$ cat config.mk
export PLATFORM = sky130hd
export DESIGN_NAME = mem_ctrl_flat
export DESIGN_NICKNAME = d
export VERILOG_FILES = /design/src/rtl/mem_ctrl_pkg.sv /design/src/rtl/mem_ctrl_if.sv /design/src/rtl/mem_ctrl_extend.sv /design/src/rtl/mem_ctrl.sv /design/src/flat_wrapper.sv
export SDC_FILE = /design/constraint.sdc
export NUM_CORES = 1
export LEC_CHECK = 0
export CORE_AREA = 4 4 132 134
export CTS_CLUSTER_DIAMETER = 120
export DETAILED_ROUTE_END_ITERATION = 10
export DIE_AREA = 0 0 136 138
export PLACE_DENSITY = 0.86
export SYNTH_ARGS = -nofsm -noshare
export SYNTH_HDL_FRONTEND = slang
export SYNTH_SLANG_ARGS = --single-unit
export TNS_END_PERCENT = 5
$ cat constraint.sdc
create_clock -name clk -period 7.54 [get_ports clk]
set_input_delay 1.131 -clock clk [delete_from_list [all_inputs] [get_ports clk]]
set_output_delay 1.131 -clock clk [all_outputs]
set_load 0.05 [all_outputs]
$ cat src/rtl/mem_ctrl_pkg.sv
// Shared types and constants for the memory controller slice.
// Latency: none (types, constants and a pure helper function only).
// Backpressure: not applicable.
package mem_ctrl_pkg;

    typedef enum logic [1:0] {
        IDLE  = 2'd0,
        IF_RD = 2'd1,
        LS_RD = 2'd2,
        LS_WR = 2'd3
    } state_t;

    // Who won the most recent contested arbitration.
    typedef enum logic {
        GNT_IF  = 1'b0,
        GNT_LSB = 1'b1
    } grant_t;

    localparam logic [1:0] SZ_B  = 2'd0;
    localparam logic [1:0] SZ_H  = 2'd1;
    localparam logic [1:0] SZ_W  = 2'd3;

    // addr[17:16] of the memory-mapped I/O region (0x30000 and up).
    localparam logic [1:0] IO_HI = 2'b11;

    // Number of byte cycles for a size code; the unused code 2 is a word.
    function automatic logic [2:0] size_bytes(input logic [1:0] size);
        case (size)
            SZ_B:    return 3'd1;
            SZ_H:    return 3'd2;
            default: return 3'd4;
        endcase
    endfunction

endpackage

$ cat src/rtl/mem_ctrl_if.sv
// Bundle of the IF, LSB and RAM-side signals of the memory controller.
// Latency: none (wires only).
// Backpressure: lsb_enable gates LSB strobes; if_req is a level held until if_done.
interface mem_ctrl_if #(
    parameter int ADDR_W = 32
);
    // instruction fetch side
    logic              if_req;
    logic [ADDR_W-1:0] if_addr;
    logic              if_done;
    logic [31:0]       if_inst;
    logic              if_flush;

    // load/store buffer side
    logic              lsb_flag;
    logic              lsb_r_nw;
    logic              load_sign;
    logic [1:0]        data_size_to_mc;
    logic [ADDR_W-1:0] data_addr;
    logic [31:0]       data_write;
    logic              lsb_enable;
    logic              data_rdy;
    logic [31:0]       data_read;
    logic              lsb_flush;

    // RAM / IO side
    logic [7:0]        mem_din;
    logic [7:0]        mem_dout;
    logic [ADDR_W-1:0] mem_a;
    logic              mem_wr;
    logic              io_buffer_full;

    // controller view
    modport slave (
        input  if_req, if_addr, if_flush,
        input  lsb_flag, lsb_r_nw, load_sign, data_size_to_mc, data_addr, data_write, lsb_flush,
        input  mem_din, io_buffer_full,
        output if_done, if_inst,
        output lsb_enable, data_rdy, data_read,
        output mem_dout, mem_a, mem_wr
    );

    // requester / RAM view
    modport master (
        output if_req, if_addr, if_flush,
        output lsb_flag, lsb_r_nw, load_sign, data_size_to_mc, data_addr, data_write, lsb_flush,
        output mem_din, io_buffer_full,
        input  if_done, if_inst,
        input  lsb_enable, data_rdy, data_read,
        input  mem_dout, mem_a, mem_wr
    );

endinterface

$ cat src/rtl/mem_ctrl_extend.sv
// Assembles the four captured bytes and sign/zero-extends byte and half loads.
// Latency: combinational.
// Backpressure: none.
module mc_extend
    import mem_ctrl_pkg::*;
(
    input  logic [31:0] word,
    input  logic [1:0]  size,
    input  logic        sign,
    output logic [31:0] ext
);

    // Keep the low byte/half and fill upward with its sign bit or zeros.
    always_comb begin
        ext = word;
        case (size)
            SZ_B:    ext = {{24{sign & word[7]}}, word[7:0]};
            SZ_H:    ext = {{16{sign & word[15]}}, word[15:0]};
            default: ext = word;
        endcase
    end

endmodule

$ cat src/rtl/mem_ctrl.sv
// Shares one byte-wide RAM port between IF and LSB; splits accesses into byte cycles. Optional macro: MC_IO_STALL_EN.
// Latency: N-byte read pulses in c0+N+1 (word load 6 cycles after acceptance); N-byte write pulses in c0+N.
// Backpressure: rdy=0 freezes state; LSB accepted only while lsb_enable; I/O writes hold while io_buffer_full (macro).
module mem_ctrl
    import mem_ctrl_pkg::*;
#(
    parameter int ADDR_W = 32
) (
    input  logic      clk,
    input  logic      rst,
    input  logic      rdy,
    mem_ctrl_if.slave bus
);

    state_t            state_q, state_d;
    grant_t            last_grant_q, last_grant_d;
    logic [2:0]        cnt_q, cnt_d;
    logic [2:0]        nbytes_q, nbytes_d;
    logic [ADDR_W-1:0] addr_q, addr_d;
    logic [1:0]        size_q, size_d;
    logic              sign_q, sign_d;
    logic [31:0]       wdata_q, wdata_d;
    logic [31:0]       rbuf_q, rbuf_d;
    logic              if_done_q, if_done_d;
    logic [31:0]       if_inst_q, if_inst_d;
    logic              data_rdy_q, data_rdy_d;
    logic [31:0]       data_read_q, data_read_d;

    logic              rdy_stall;
    logic              lsb_en;
    logic              lsb_go;
    logic              if_go;
    logic              rd_state;
    logic              flush_own;
    logic              io_stall;
    logic [31:0]       cur_word;
    logic [31:0]       ext_word;
    logic [7:0]        wr_byte;

    assign rdy_stall = !rdy || rst;
    assign lsb_en    = (state_q == IDLE) && !rdy_stall;
    assign lsb_go    = bus.lsb_flag && lsb_en;
    // if_req is still high during its own done pulse, and a fetch being
    // flushed must not be restarted from the stale address.
    assign if_go     = bus.if_req && !if_done_q && !bus.if_flush;
    assign rd_state  = (state_q == IF_RD) || (state_q == LS_RD);
    // A flush only aborts the requester that owns the current read.
    assign flush_own = (state_q == IF_RD) ? bus.if_flush : bus.lsb_flush;

`ifdef MC_IO_STALL_EN
    assign io_stall = (state_q == LS_WR) && (addr_q[17:16] == IO_HI) && bus.io_buffer_full;
`else
    logic unused_io_full;
    assign io_stall       = 1'b0;
    assign unused_io_full = bus.io_buffer_full;
`endif

    // Captured bytes with the byte arriving this cycle merged into lane cnt-1.
    always_comb begin
        cur_word = rbuf_q;
        case (cnt_q)
            3'd1:    cur_word[7:0]   = bus.mem_din;
            3'd2:    cur_word[15:8]  = bus.mem_din;
            3'd3:    cur_word[23:16] = bus.mem_din;
            3'd4:    cur_word[31:24] = bus.mem_din;
            default: cur_word        = rbuf_q;
        endcase
    end

    mc_extend u_extend (
        .word (cur_word),
        .size (size_q),
        .sign (sign_q),
        .ext  (ext_word)
    );

    // Store byte for the current cycle.
    always_comb begin
        wr_byte = 8'h00;
        case (cnt_q[1:0])
            2'd0:    wr_byte = wdata_q[7:0];
            2'd1:    wr_byte = wdata_q[15:8];
            2'd2:    wr_byte = wdata_q[23:16];
            default: wr_byte = wdata_q[31:24];
        endcase
    end

    assign bus.lsb_enable = lsb_en;
    assign bus.if_done    = if_done_q;
    assign bus.if_inst    = if_inst_q;
    assign bus.data_rdy   = data_rdy_q;
    assign bus.data_read  = data_read_q;
    assign bus.mem_a      = ((rd_state && (cnt_q < nbytes_q)) || (state_q == LS_WR))
                          ? addr_q + ADDR_W'(cnt_q) : '0;
    assign bus.mem_wr     = (state_q == LS_WR) && !rdy_stall && !io_stall;
    assign bus.mem_dout   = (state_q == LS_WR) ? wr_byte : 8'h00;

    // Next-state: arbitration in IDLE, byte sequencing, flush and completion.
    always_comb begin
        state_d      = state_q;
        last_grant_d = last_grant_q;
        cnt_d        = cnt_q;
        nbytes_d     = nbytes_q;
        addr_d       = addr_q;
        size_d       = size_q;
        sign_d       = sign_q;
        wdata_d      = wdata_q;
        rbuf_d       = rbuf_q;
        if_done_d    = 1'b0;
        if_inst_d    = if_inst_q;
        data_rdy_d   = 1'b0;
        data_read_d  = data_read_q;

        case (state_q)
            IDLE: begin
                // Only contested grants move last_grant, so the loser of one
                // tie wins the next tie regardless of uncontested traffic.
                if (lsb_go && !(if_go && last_grant_q == GNT_LSB)) begin
                    state_d  = bus.lsb_r_nw ? LS_RD : LS_WR;
                    addr_d   = bus.data_addr;
                    size_d   = bus.data_size_to_mc;
                    sign_d   = bus.load_sign;
                    wdata_d  = bus.data_write;
                    cnt_d    = 3'd0;
                    nbytes_d = size_bytes(bus.data_size_to_mc);
                    rbuf_d   = '0;
                    if (if_go) begin
                        last_grant_d = GNT_LSB;
                    end
                end else if (if_go) begin
                    state_d  = IF_RD;
                    addr_d   = bus.if_addr;
                    size_d   = SZ_W;
                    sign_d   = 1'b0;
                    cnt_d    = 3'd0;
                    nbytes_d = 3'd4;
                    rbuf_d   = '0;
                    if (lsb_go) begin
                        last_grant_d = GNT_IF;
                    end
                end
            end
            IF_RD, LS_RD: begin
                if (flush_own) begin
                    state_d = IDLE;
                    cnt_d   = 3'd0;
                end else if (cnt_q == nbytes_q) begin
                    state_d = IDLE;
                    cnt_d   = 3'd0;
                    if (state_q == IF_RD) begin
                        if_done_d = 1'b1;
                        if_inst_d = cur_word;
                    end else begin
                        data_rdy_d  = 1'b1;
                        data_read_d = ext_word;
                    end
                end else begin
                    cnt_d  = 3'(cnt_q + 3'd1);
                    rbuf_d = cur_word;
                end
            end
            LS_WR: begin
                // Stores ignore lsb_flush; an I/O stall repeats the same byte.
                if (!io_stall) begin
                    if (cnt_q == 3'(nbytes_q - 3'd1)) begin
                        state_d    = IDLE;
                        cnt_d      = 3'd0;
                        data_rdy_d = 1'b1;
                    end else begin
                        cnt_d = 3'(cnt_q + 3'd1);
                    end
                end
            end
            default: state_d = IDLE;
        endcase
    end

    // State register: reset wins, rdy=0 holds everything except the pulses,
    // which drop so a requester never sees a stretched completion.
    always_ff @(posedge clk) begin
        if (rst) begin
            state_q      <= IDLE;
            last_grant_q <= GNT_IF;
            cnt_q        <= 3'd0;
            nbytes_q     <= 3'd0;
            addr_q       <= '0;
            size_q       <= SZ_B;
            sign_q       <= 1'b0;
            wdata_q      <= '0;
            rbuf_q       <= '0;
            if_done_q    <= 1'b0;
            if_inst_q    <= '0;
            data_rdy_q   <= 1'b0;
            data_read_q  <= '0;
        end else if (rdy) begin
            state_q      <= state_d;
            last_grant_q <= last_grant_d;
            cnt_q        <= cnt_d;
            nbytes_q     <= nbytes_d;
            addr_q       <= addr_d;
            size_q       <= size_d;
            sign_q       <= sign_d;
            wdata_q      <= wdata_d;
            rbuf_q       <= rbuf_d;
            if_done_q    <= if_done_d;
            if_inst_q    <= if_inst_d;
            data_rdy_q   <= data_rdy_d;
            data_read_q  <= data_read_d;
        end else begin
            if_done_q    <= 1'b0;
            data_rdy_q   <= 1'b0;
        end
    end

endmodule

$ cat src/flat_wrapper.sv
// flat-port wrapper written by rule: the top's interface ports become plain ports
module mem_ctrl_flat import mem_ctrl_pkg::*;
#(
    parameter int ADDR_W = 32
)
  (clk, rst, rdy, bus_if_req, bus_if_addr, bus_if_flush, bus_lsb_flag, bus_lsb_r_nw, bus_load_sign, bus_data_size_to_mc, bus_data_addr, bus_data_write, bus_lsb_flush, bus_mem_din, bus_io_buffer_full, bus_if_done, bus_if_inst, bus_lsb_enable, bus_data_rdy, bus_data_read, bus_mem_dout, bus_mem_a, bus_mem_wr);
  mem_ctrl_if #(.ADDR_W(ADDR_W)) bus_i ();
  input  logic clk;
  input  logic rst;
  input  logic rdy;
  input wire logic [$bits(bus_i.if_req)-1:0] bus_if_req;
  input wire logic [$bits(bus_i.if_addr)-1:0] bus_if_addr;
  input wire logic [$bits(bus_i.if_flush)-1:0] bus_if_flush;
  input wire logic [$bits(bus_i.lsb_flag)-1:0] bus_lsb_flag;
  input wire logic [$bits(bus_i.lsb_r_nw)-1:0] bus_lsb_r_nw;
  input wire logic [$bits(bus_i.load_sign)-1:0] bus_load_sign;
  input wire logic [$bits(bus_i.data_size_to_mc)-1:0] bus_data_size_to_mc;
  input wire logic [$bits(bus_i.data_addr)-1:0] bus_data_addr;
  input wire logic [$bits(bus_i.data_write)-1:0] bus_data_write;
  input wire logic [$bits(bus_i.lsb_flush)-1:0] bus_lsb_flush;
  input wire logic [$bits(bus_i.mem_din)-1:0] bus_mem_din;
  input wire logic [$bits(bus_i.io_buffer_full)-1:0] bus_io_buffer_full;
  output wire logic [$bits(bus_i.if_done)-1:0] bus_if_done;
  output wire logic [$bits(bus_i.if_inst)-1:0] bus_if_inst;
  output wire logic [$bits(bus_i.lsb_enable)-1:0] bus_lsb_enable;
  output wire logic [$bits(bus_i.data_rdy)-1:0] bus_data_rdy;
  output wire logic [$bits(bus_i.data_read)-1:0] bus_data_read;
  output wire logic [$bits(bus_i.mem_dout)-1:0] bus_mem_dout;
  output wire logic [$bits(bus_i.mem_a)-1:0] bus_mem_a;
  output wire logic [$bits(bus_i.mem_wr)-1:0] bus_mem_wr;
  assign bus_i.if_req = bus_if_req;
  assign bus_i.if_addr = bus_if_addr;
  assign bus_i.if_flush = bus_if_flush;
  assign bus_i.lsb_flag = bus_lsb_flag;
  assign bus_i.lsb_r_nw = bus_lsb_r_nw;
  assign bus_i.load_sign = bus_load_sign;
  assign bus_i.data_size_to_mc = bus_data_size_to_mc;
  assign bus_i.data_addr = bus_data_addr;
  assign bus_i.data_write = bus_data_write;
  assign bus_i.lsb_flush = bus_lsb_flush;
  assign bus_i.mem_din = bus_mem_din;
  assign bus_i.io_buffer_full = bus_io_buffer_full;
  assign bus_if_done = bus_i.if_done;
  assign bus_if_inst = bus_i.if_inst;
  assign bus_lsb_enable = bus_i.lsb_enable;
  assign bus_data_rdy = bus_i.data_rdy;
  assign bus_data_read = bus_i.data_read;
  assign bus_mem_dout = bus_i.mem_dout;
  assign bus_mem_a = bus_i.mem_a;
  assign bus_mem_wr = bus_i.mem_wr;
  mem_ctrl #(.ADDR_W(ADDR_W)) u_core (.clk(clk), .rst(rst), .rdy(rdy), .bus(bus_i));
endmodule
After elaboration in Yosys (flattened, before gate mapping)
Cells that the tools add are included.
{"block": "word_totals", "regBits": 174, "out_inout_bits": 108, "wordCells": 122}
{"block": "op_classes", "addsub": 3, "order_cmp": 1, "n_eq_ne": 18, "mux": 46, "bitwise": 7, "n_reduce_logical": 34}
{"cell": "$mux W32", "n": 7}
{"cell": "$pmux W32 S2", "n": 2}
{"cell": "$mux W8", "n": 5}
{"cell": "$add A32 B3 Y32", "n": 1}
{"cell": "$pmux W8 S3", "n": 1}
{"cell": "$mux W3", "n": 7}
{"cell": "$reduce_and A5 Y1", "n": 3}
{"cell": "$mux W2", "n": 7}
{"cell": "$mux W1", "n": 13}
{"cell": "$pmux W3 S3", "n": 1}
{"cell": "$eq A2 B1 Y1 const B", "n": 4}
{"cell": "$logic_and A1 B1 Y1", "n": 8}
{"cell": "$logic_not A2 Y1", "n": 4}
{"cell": "$reduce_and A4 Y1", "n": 2}
{"cell": "$eq A2 B2 Y1 const B", "n": 3}
{"cell": "$eq A3 B2 Y1 const B", "n": 2}
{"cell": "$eq A3 B3 Y1", "n": 2}
{"cell": "$ne A2 B2 Y1 const B", "n": 3}
{"cell": "$pmux W2 S3", "n": 1}
{"cell": "$pmux W3 S2", "n": 1}
{"cell": "$reduce_and A3 Y1", "n": 2}
{"cell": "$reduce_bool A2 Y1", "n": 3}
{"cell": "$logic_not A1 Y1", "n": 5}
{"cell": "$not A1 Y1", "n": 5}
{"cell": "13 further kinds", "n": 17}

Depth between registers and ports, before layout
{"block": "logic_depth", "word_depth": 8, "mapped_depth": 10, "mapped_depth_nobuf": 8}

Hierarchy
Synthesis repeated with hierarchy kept, for this count alone.
{"block": "unflattened", "cells_unflattened": 1117, "area_unflattened_um2": 8456.9}
{"mod": "mem_ctrl", "instances": 1, "cells_per_inst": 1051, "area_each_um2": 8071.5, "seq_area_each_um2": 3483.3}
{"mod": "mc_extend", "instances": 1, "cells_per_inst": 66, "area_each_um2": 385.4, "seq_area_each_um2": 0.0}

Worst setup path before layout
No wires, ideal clock.
{"block": "synth_timing", "kind": "register to output", "start": "register u_core.cnt_q[0]", "end": "output port bus_mem_a[12]", "t_arrival_ns": 2.634, "required_ns": 6.409, "setup_slack_ns": 3.775, "stages_incl_launch_ff": 9, "n_path_buf": 1, "cell_sequence": "dfxtp_1 ha_1 inv_1 fa_1 nor2b_1 o2111ai_4 buf_6 or3_1 a21oi_1"}
{"block": "synth_via", "elab_chain_len": 4, "elab_cells_between_ends": 5}
{"item": "from (decl)", "line": "mem_ctrl.sv:17", "source": "logic [2:0] cnt_q, cnt_d;"}
{"item": "from (signal assigned)", "line": "mem_ctrl.sv:198", "source": "cnt_q <= cnt_d;"}
{"item": "parallel branches: the longest is 3 deep, another holds $add A32 B3 Y32"}
{"item": "$mux W32 (*)", "line": "mem_ctrl.sv:94", "source": "? addr_q + ADDR_W'(cnt_q) : '0;"}
{"item": "to (decl)", "line": "flat_wrapper.sv:29", "source": "output wire logic [$bits(bus_i.mem_a)-1:0] bus_mem_a;"}
Mark *: on every way between the ends.

Final worst setup path
{"block": "layout_timing", "start": "register u_core.cnt_q[1]", "end": "output port bus_mem_a[24]"}
The elaborated chain is that of the path after synthesis.

==> flow_summary_export.csv <==
group,metric,value,unit
routing,ant_nets,0,
timing,finalHoldViolations,0,
synthesis,synthFlopType,"dfxtp_1",
global_routing,gr-total-overflow,0,
timing,min_period_over_period,62.5,%
setup_path,worstReg2RegStart,"u_core.state_q[0]",
floorplan,die-area,0.0188,mm²
placed_design,place_area,0.0106,mm²
worst_hold_path,min_from,"u_core.rbuf_q[21]",
clock_network,post-cts-setup-buffer-count,0,
routing,via_per_inst,5.63,
run_status,outcome,"complete, no violations",
routing,drt_iter0_markers,703,
global_routing,grt_pass1_vias,7960,
setup_path,cp-end-kind,"output port",
floorplan,pin_count,224,
finish,fin_area,0.0112,mm²
timing,final.setup.worst_slack,2830,ps
global_routing,grt_pass1_wl,41400,µm
setup_path,path_buf_inv,2,
setup_path,critPathLaunchType,"flip-flop",
synthesis,synth_compound_area_share,18.1,%
clock_network,post_cts_resize_count,0,
setup_path,cp.required,6410,ps
synthesis,yosys.area.top_type,"dfxtp_1",
timing,rsz0062_at_grt,"false",
timing,fin_crit,4710,ps
worst_hold_path,hold_class,"reg2reg",
clock_network,clock_path_buffers,2,
synthesis,seq_area_frac_synth,41.3,%
timing,max_clock_freq,212,MHz
finish,post-route-util,69.1,%
timing,setup_violations,0,
worst_hold_path,whs_path_depth,2,
synthesis,synth_top_family_by_area,"simple AND/OR/NAND/NOR gates",
finish,antennaDiodeCount,0,
clock_network,cts_tree,"done",
setup_path,rrSetupSlack,4130,ps
placed_design,gp_congestion,0.877,
synthesis,synth_cell_types,59,
global_routing,grt_max_degree,104,
synthesis,synth-edff-count,0,
clock_network,insertion_delay,430,ps
floorplan,fp.coreArea,0.0163,mm²
power_and_ir_drop,ir_drop,159,µV
synthesis,synthSimpleGateAreaFrac,25.8,%
timing,tns,0,ps
timing,slew_headroom,26.3,%
routing,drc_errors,0,
routing,wl,25700,µm
synthesis,synthTopCellsByArea,"dfxtp_1 (41%), nand2_1 (8.2%), nor2_1 (7.6%)",
global_routing,grt_use_total,26.8,%
finish,final_nets,1350,
synthesis,synthMuxAreaShare,4.36,%
setup_path,slowest_stage,"clkdlybuf4s50_1",
synthesis,async_flop_share,0,%
setup_path,r2r_end,"u_core.bus.data_read[28]",
synthesis,synth_seq_cells,174,
power_and_ir_drop,p_leak,3.73,nW
routing,firstDrtPassIters,5,
global_routing,antenna_found_initial,1,
clock_network,path_clk_slew,70,ps
floorplan,start_util,51.8,%
routing,routedWlPerCell,17.7,µm
synthesis,synth_fa_ha_area_share,2.61,%
synthesis,syn_area,0.00843,mm²
job,maxCapViolCount,0,
setup_path,crit_chain,"inv_1 > fa_1 > nor2b_1 > o2111ai_4 > nor4_1 > xnor2_1 > nor2_1 > clkdlybuf4s50_1",
setup_path,crit_family,"buffers and inverters",
synthesis,ys_warn_count,0,
timing,clock_skew,13.0,ps
floorplan,fp.dieW,136,µm
clock_network,cts_made_buffers,17,
setup_path,cp.arrival,3580,ps
timing,tightest_slew,1110,ps
placed_design,port_buffers,222,
clock_network,cts_hold_buf,0,
power_and_ir_drop,power,2.27,mW
setup_path,reg2reg_depth,7,
synthesis,synthesis.nets,1177,
clock_network,cts.sinks,174,
timing,finalMaxSlewViolations,0,
power_and_ir_drop,power_density,202,mW/mm²
synthesis,synth.avg_cell_area,8.08,µm²
placed_design,dp_hpwl,17800,µm
floorplan,row_count,47,
clock_network,cts.htree.levels,4,
synthesis,netlist_instances,1044,
finish,syn_to_final_growth,33.4,%
synthesis,synthXorXnorAreaFrac,2.60,%
synthesis,synth_top_area_share,41.3,%
worst_hold_path,hold_end,"u_core.rbuf_q[21]",
clock_network,cts-root-buf,"clkbuf_16",
finish,drive_above_1_share,7.15,%
floorplan,die_y,138,µm
routing,via_count,8164,
setup_path,worst-setup-path-type,"reg2out",
setup_path,critPathMaxStageDelay,810,ps
placed_design,place_ws,3260,ps
setup_path,cp_max_fo,13,
## worst min-delay path: cells and delay by family (launching register included)
family	cells	cell delay, ps
flip-flops	1	310
AND/OR/NAND/NOR	1	50
AO/OA/AOI/OAI	1	50
## layout make-up
| type | instances | area (µm²) |
|---|---|---|
| inverters | 18 | 67.6 |
| clock inverters | 14 | 166 |
| multi-input cells | 776 | 4530 |
| flip-flops and latches | 174 | 3480 |
| well taps | 220 | 275 |
| repair buffers | 230 | 2280 |
| clock buffers | 18 | 439 |
| fillers | 1294 | 5040 |
## flip-flops by register name, indices dropped and copies added (netlist names)
name	flops
u_core.bus.if_inst	32
u_core.addr_q	32
u_core.nbytes_q	3
u_core.wdata_q	32
u_core.cnt_q	3
u_core.state_q	2
u_core.bus.data_read	32
u_core.rbuf_q	32
u_core.sign_q	1
u_core.last_grant_q	1
u_core.size_q	2
u_core.bus.data_rdy	1
u_core.bus.if_done	1
## worst max path at each step
stage | start | to | slack [ps] | cells after the start
2_1_floorplan | u_core.cnt_q[0] | bus_mem_a[12] | 3770 | 8
6_report | u_core.cnt_q[1] | bus_mem_a[24] | 2830 | 8
4_1_cts | u_core.cnt_q[1] | bus_mem_a[24] | 2810 | 8
3_5_place_dp | u_core.cnt_q[1] | bus_mem_a[24] | 3260 | 8
3_3_place_gp | u_core.cnt_q[1] | bus_mem_a[24] | 3300 | 8
5_1_grt | u_core.cnt_q[1] | bus_mem_a[24] | 2560 | 8
## power breakdown
part	switching, mW	internal (mW)
clock	0.418	0.483
sequential	0.0380	0.959
combinational	0.222	0.147
## layer usage
layer / part of all wire (%) / global-route usage [%] / wire (µm)
met4: 1.5 / 7.75 / 395
met2: 48 / 44.4 / 12400
met5: 0.027 / 0 / 7
met3: 10 / 9.01 / 2630
met1: 40 / 33.3 / 10200
## cell families (layout without fill, tap and decap cells)
group	count (synthesis)	in the layout
buf+inv	94	280
simple gates	494	494
flops	174	174
compound gates	207	207
mux	33	33
fa+ha+maj	17	17
xor+xnor	25	25
## cell usage in the layout, fill, tap and decap left out, types with 5 or more instances in the layout
master	netlist	final
nor2_1	170	170
ha_1	16	16
dfxtp_1	174	174
and3_1	5	5
nand4_1	7	7
clkdlybuf4s50_1	0	221
buf_4	3	8
or3_1	10	10
a211oi_1	31	31
xnor2_1	17	17
o2bb2ai_1	7	7
nor3_1	31	31
a222oi_1	8	8
xor2_1	8	8
a21oi_1	84	83
nor2b_1	19	19
o21ai_0	12	12
nand2b_1	7	7
nand2_1	185	185
mux2i_1	12	12
inv_1	17	17
a211oi_2	10	10
clkbuf_16	0	17
nand3_1	32	32
a311oi_1	32	32
and4_1	5	5
mux2_2	20	20
## synth_stat cells (2+ instances only)
cell type  count
a211oi_1      31
a211oi_2      10
a21o_1         2
a21oi_1       84
a222oi_1       8
a22oi_1        2
a311oi_1      32
and2_1         4
and3_1         5
and4_1         5
buf_1          3
buf_2         19
buf_4          3
buf_6          4
clkbuf_1      46
dfxtp_1      174
ha_1          16
inv_1         17
mux2_2        20
mux2i_1       12
nand2_1      185
nand2b_1       7
nand3_1       32
nand3b_1       4
nand4_1        7
nor2_1       170
nor2b_1       19
nor3_1        31
nor3b_1        2
nor4_1         4
nor4b_1        2
o211a_1        2
o21a_1         2
o21ai_0       12
o22a_1         4
o2bb2ai_1      7
o31ai_1        2
or2_2          2
or3_1         10
xnor2_1       17
xor2_1         8
## per-stage QoR
stage	hold WS [ps]	instances
after floorplan	428	1044
after global placement	434	1418
after detailed placement	444	1418
after CTS	453	1450
after global routing	467	1450
final	457	1450
(Power assumes the default switching activity.)
